$ cat config.mk
export PLATFORM = sky130hd
export DESIGN_NAME = cmp_sched
export DESIGN_NICKNAME = d
export VERILOG_FILES = /design/src/rtl/cmp_sched.sv
export SDC_FILE = /design/constraint.sdc
export NUM_CORES = 1
export LEC_CHECK = 0
export ABC_AREA = 1
export ABC_CLOCK_PERIOD_IN_PS = 1400
export CORE_MARGIN = 5
export CORE_UTILIZATION = 33
export CTS_CLUSTER_DIAMETER = 80
export DETAILED_ROUTE_END_ITERATION = 12
export PLACE_DENSITY = 0.73
export SLEW_MARGIN = 15
export SYNTH_ARGS = -nofsm -noshare
export SYNTH_HDL_FRONTEND = slang
export SYNTH_SLANG_ARGS = --single-unit
$ cat constraint.sdc
create_clock -name clk -period 1.4 [get_ports clk]
set_input_delay 0.14 -clock clk [delete_from_list [all_inputs] [get_ports clk]]
set_output_delay 0.14 -clock clk [all_outputs]
set_load 0.005 [all_outputs]
$ cat src/rtl/cmp_sched.sv
// cmp_sched: two-port scheduler for the shared ALU comparator (IDLE -> EVAL -> RESP).
// Define CMP_SCHED_FIXED_PRIO_EN for fixed port-0 priority instead of round-robin.
module cmp_sched #(
  parameter int WIDTH = 32,
  parameter int OPW   = 4
) (
  input  logic             clk,
  input  logic             reset_n,
  input  logic             req0,
  input  logic             req1,
  input  logic [OPW-1:0]   op0,
  input  logic [OPW-1:0]   op1,
  input  logic [WIDTH-1:0] a0,
  input  logic [WIDTH-1:0] b0,
  input  logic [WIDTH-1:0] a1,
  input  logic [WIDTH-1:0] b1,
  input  logic             us0,
  input  logic             us1,
  output logic             gnt0,
  output logic             gnt1,
  output logic             done0,
  output logic             done1,
  output logic             busy,
  output logic [WIDTH-1:0] res,
  output logic [3:0]       flags,
  output logic             wr_en,
  output logic             taken,
  output logic [OPW-1:0]   cmp_op,
  output logic [WIDTH-1:0] cmp_a,
  output logic [WIDTH-1:0] cmp_b,
  input  logic [WIDTH-1:0] cmp_res,
  input  logic [3:0]       cmp_flags
);

  typedef enum logic [1:0] {
    IDLE = 2'd0,
    EVAL = 2'd1,
    RESP = 2'd2
  } state_t;

  state_t state_reg;
  logic   owner_reg;
  logic   us_q;
  logic   pick1;

`ifdef CMP_SCHED_FIXED_PRIO_EN
  assign pick1 = req1 & ~req0;
`else
  // last_reg = 1 means port 1 was served last, so port 0 wins the next tie
  logic last_reg;

  assign pick1 = req1 & (~req0 | ~last_reg);

  always_ff @(posedge clk) begin
    if (!reset_n) begin
      last_reg <= 1'b1;
    end else if (state_reg == RESP) begin
      last_reg <= owner_reg;
    end
  end
`endif

  function automatic logic wr_dec(input logic [OPW-1:0] op, input logic f0);
    logic w;
    w = 1'b0;
    if (op <= OPW'(5)) begin
      w = 1'b1;
    end else if (op == OPW'(6) || op == OPW'(13)) begin
      w = f0;
    end
    return w;
  endfunction

  function automatic logic taken_dec(input logic [OPW-1:0] op, input logic [3:0] f,
                                     input logic us);
    logic t;
    t = 1'b0;
    if (op >= OPW'(7) && op <= OPW'(12)) begin
      t = f[0];
    end else if (op == OPW'(14) || op == OPW'(15)) begin
      t = us ? f[3] : f[2];
    end
    return t;
  endfunction

  always_ff @(posedge clk) begin
    if (!reset_n) begin
      state_reg <= IDLE;
      owner_reg <= 1'b0;
      us_q      <= 1'b0;
      gnt0      <= 1'b0;
      gnt1      <= 1'b0;
      done0     <= 1'b0;
      done1     <= 1'b0;
      busy      <= 1'b0;
      res       <= '0;
      flags     <= '0;
      wr_en     <= 1'b0;
      taken     <= 1'b0;
      cmp_op    <= '0;
      cmp_a     <= '0;
      cmp_b     <= '0;
    end else begin
      case (state_reg)
        IDLE: begin
          done0 <= 1'b0;
          done1 <= 1'b0;
          if (req0 | req1) begin
            owner_reg <= pick1;
            gnt0      <= ~pick1;
            gnt1      <= pick1;
            busy      <= 1'b1;
            cmp_op    <= pick1 ? op1 : op0;
            cmp_a     <= pick1 ? a1  : a0;
            cmp_b     <= pick1 ? b1  : b0;
            us_q      <= pick1 ? us1 : us0;
            state_reg <= EVAL;
          end
        end
        EVAL: begin
          gnt0      <= 1'b0;
          gnt1      <= 1'b0;
          res       <= cmp_res;
          flags     <= cmp_flags;
          wr_en     <= wr_dec(cmp_op, cmp_flags[0]);
          taken     <= taken_dec(cmp_op, cmp_flags, us_q);
          done0     <= ~owner_reg;
          done1     <= owner_reg;
          state_reg <= RESP;
        end
        RESP: begin
          done0     <= 1'b0;
          done1     <= 1'b0;
          busy      <= 1'b0;
          state_reg <= IDLE;
        end
        default: begin
          gnt0      <= 1'b0;
          gnt1      <= 1'b0;
          done0     <= 1'b0;
          done1     <= 1'b0;
          busy      <= 1'b0;
          state_reg <= IDLE;
        end
      endcase
    end
  end

endmodule

==> metrics.txt <==
status finished clean; DIE HEIGHT 125.7 um; post-route ant nets 0; R2R setup slack 0.07 ns; Die X 125.7 um; total CTS buffers 17; fmax 731.8 MHz; post-cts hold buffer count 0; post-synth top area cell dfxtp_1; Crit-path slowest cell clkdlybuf4s50_1; slowest stage delay, CP 0.50 ns; FILL cells 1162; routed wire length 17360 um; Setup Viol. Count Final 0; crit share post-route 97.61%; Initial Util 33.51%; vias in the first global route 4985; core area 13190 um2; Mean Syn Cell Area 7.367 um2; fin. max-slew vios 0; Largest regs cmp_a: 32 flops, cmp_b: 32 flops, res: 32 flops; initial antenna violation count 0; # diodes 0; Ys Warns 0; pwr dens 1265 nW/um2; global-route wire length before repair 25600 um; NumNets Final 1079; critical path fanouts, max 2; Buf/Inv on CP 1; Startpoint Class flip-flop; wire per inst 15.92 um; clock latency on the worst-skew pair 0.41 ns; crit end category primary output; multi-input logic area 1907 um2; via count 5098; Layout Area Growth over Synthesis 92.92%; Tightest Pin Transition 0.2535 ns; All-Layer GR Usage 20.25%; Worst Hold Class in -> reg; clock skew 0.007090 ns; post-synthesis sequential area ratio 52.53%; Placed Area 7722 um2; Via density 4.677; CP required 1.26 ns; cell area after layout 8528 um2; clk slew on worst S/H paths 0.06 ns; Num Clock Sinks 116; Crit Path Class reg -> out; # IOs 289; Max Cap Viol 0; Max-slew headroom 82.88%; first-pass detailed-route iteration total 5; share of post-route cells with drive strength above 1 9.519%; port bufs 288; pin count of the biggest net entering global routing 42; Hold Slack 0.2914 ns; drt drc 0; die area 15810 um2; Leak Pwr 3.962 nW; min cycle time layout 1.367 ns; RSZ-0062 raised after global routing true; Post-Syn Instances 600; VDD IR max 0.8318 mV; top post-synthesis cells by area dfxtp_1 (53%), nand2_1 (19%), a31oi_1 (9.8%); drt initial violations 253; H-tree levels 4; clock buffer depth 2; synthesized cell area 4420 um2; worst-path cell chain clkdlybuf4s50_1; Final Hold Vio Count 0; Storage cell area 2333 um2; post-synthesis net count 778; Site Rows 42; Placed Cells 1051; setup_tns 0 ns; synth unique cells 20; routability cong. 0.8533; synthesized flop and latch total 116; CP top delay family buffers and inverters; Overflow after GRT 0; Clock Tree Root clkbuf_16; Finished Layout Cells 1090; TritonCTS clock tree yes; Final HPWL DP 12020 um; Synth top area share 52.53%; CP arrival 1.23 ns
-- worst paths after layout --
path	startpoint	to	cells after the start
worst max-delay path	res[3]$_SDFFE_PN0N_	res[3]	1
worst min-delay path	a0[4]	cmp_a[4]$_SDFFE_PN0P_	3
worst max register to register	state_reg[1]$_SDFFE_PN0N_	cmp_op[2]$_SDFFE_PN0P_	7
worst min register to register	gnt1$_SDFFE_PN0P_	gnt1$_SDFFE_PN0P_	2
-- worst register-to-register path: cells and delay by family, from the launching register on --
| family | cells | cell delay (ns) |
|---|---|---|
| and+or+nand+nor | 4 | 0.45 |
| AOI/OAI and AO/OA | 1 | 0.17 |
| buffers and inverters | 2 | 0.31 |
| DFF | 1 | 0.33 |
-- what timing repair did --
| action | in CTS | in global routing |
|---|---|---|
| resized for setup | 92 | 33 |
| setup buffers | 0 | 3 |
| pin swaps | 0 | 4 |
| endpoints found under the setup margin | 87 | 86 |
| gates cloned | 0 | 4 |
-- power breakdown --
group / internal (W) / leakage, nW / switching [W]
Combinational: 0.00117 / 2.68 / 0.000877
Clock: 0.00342 / 0.321 / 0.00156
Sequential: 0.00361 / 0.959 / 0.000151
Total: 0.00820 / 3.96 / 0.00258
-- logic make-up (layout without fill, tap and decap cells) --
kind of cell | Yosys count | in the layout | share of synthesized area, %
AO/OA/AOI/OAI | 118 | 118 | 15.43
flip-flops | 116 | 116 | 52.53
buffers and inverters | 56 | 370 | 5.236
AND/OR/NAND/NOR | 310 | 310 | 26.80
-- metrics by stage --
| stage | total power (W) | setup WS [ns] | util [%] |
|---|---|---|---|
| final | 0.01079 | 0.03349 | 64.66 |
| after global routing | 0.01126 | -0.01702 | 64.66 |
| after CTS | 0.01079 | 0.0004413 | 63.00 |
| after detailed placement | 0.005925 | -0.2455 | 58.55 |
| after global placement | 0.005915 | -0.2243 | 58.55 |
| after floorplan | 0.004486 | 0.1243 | - |
-- layout make-up --
| type | instances | share of cell area (%) |
|---|---|---|
| tap | 176 | 2.582 |
| sequential | 116 | 27.36 |
| timing repair buffer | 324 | 39.08 |
| clock buffer | 19 | 5.311 |
| clock inverter | 13 | 2.685 |
| multi-input combinational | 428 | 22.36 |
| inverter | 14 | 0.6162 |
-- per-layer routing --
metal	vias up	global-route usage, %	wire length, um
met3	21	8.383	1619
met2	193	34.68	8350
met5	-	0	0
met4	0	8.076	286
met1	2311	22.36	7100
li1	2573	-	-
-- cells in the final DEF, fill, tap and decap left out, types with 2 or more instances in the layout --
master           synthesis  final
inv_1                   10     10
nand2_1                225    223
clkdlybuf4s50_1          0    181
buf_12                   0     12
nor2_1                  75     73
nor3_1                   2      2
a21oi_1                  9      8
clkinvlp_4               0      4
buf_4                    2     17
dfxtp_1                116    109
clkinv_2                 0      2
dlygate4sd2_1            0     85
a31oi_1                 69     68
inv_2                    3      4
nor2_4                   1      4
bufinv_16                0      6
nand3_1                  5      5
dlymetal6s2s_1           0     22
clkbuf_16                0     21
o21ai_1                  4      4
o21ai_0                 34     34
buf_6                    0      3
clkbuf_8                 0      2
dfxtp_2                  0      6
-- synthesized netlist by cell type --
cell / count
buf_4: 2
inv_2: 3
inv_1: 10
buf_2: 11
nor3_1: 2
nor2_1: 75
nand3_1: 5
a31oi_1: 69
clkbuf_1: 29
clkinv_1: 1
nand2_1: 225
o21ai_0: 34
o22ai_1: 1
o311ai_0: 1
nor2_2: 1
o21ai_1: 4
a21oi_1: 9
nor2_4: 1
nand4_1: 1
dfxtp_1: 116
Note: power is estimated with default switching activity, not from simulation.
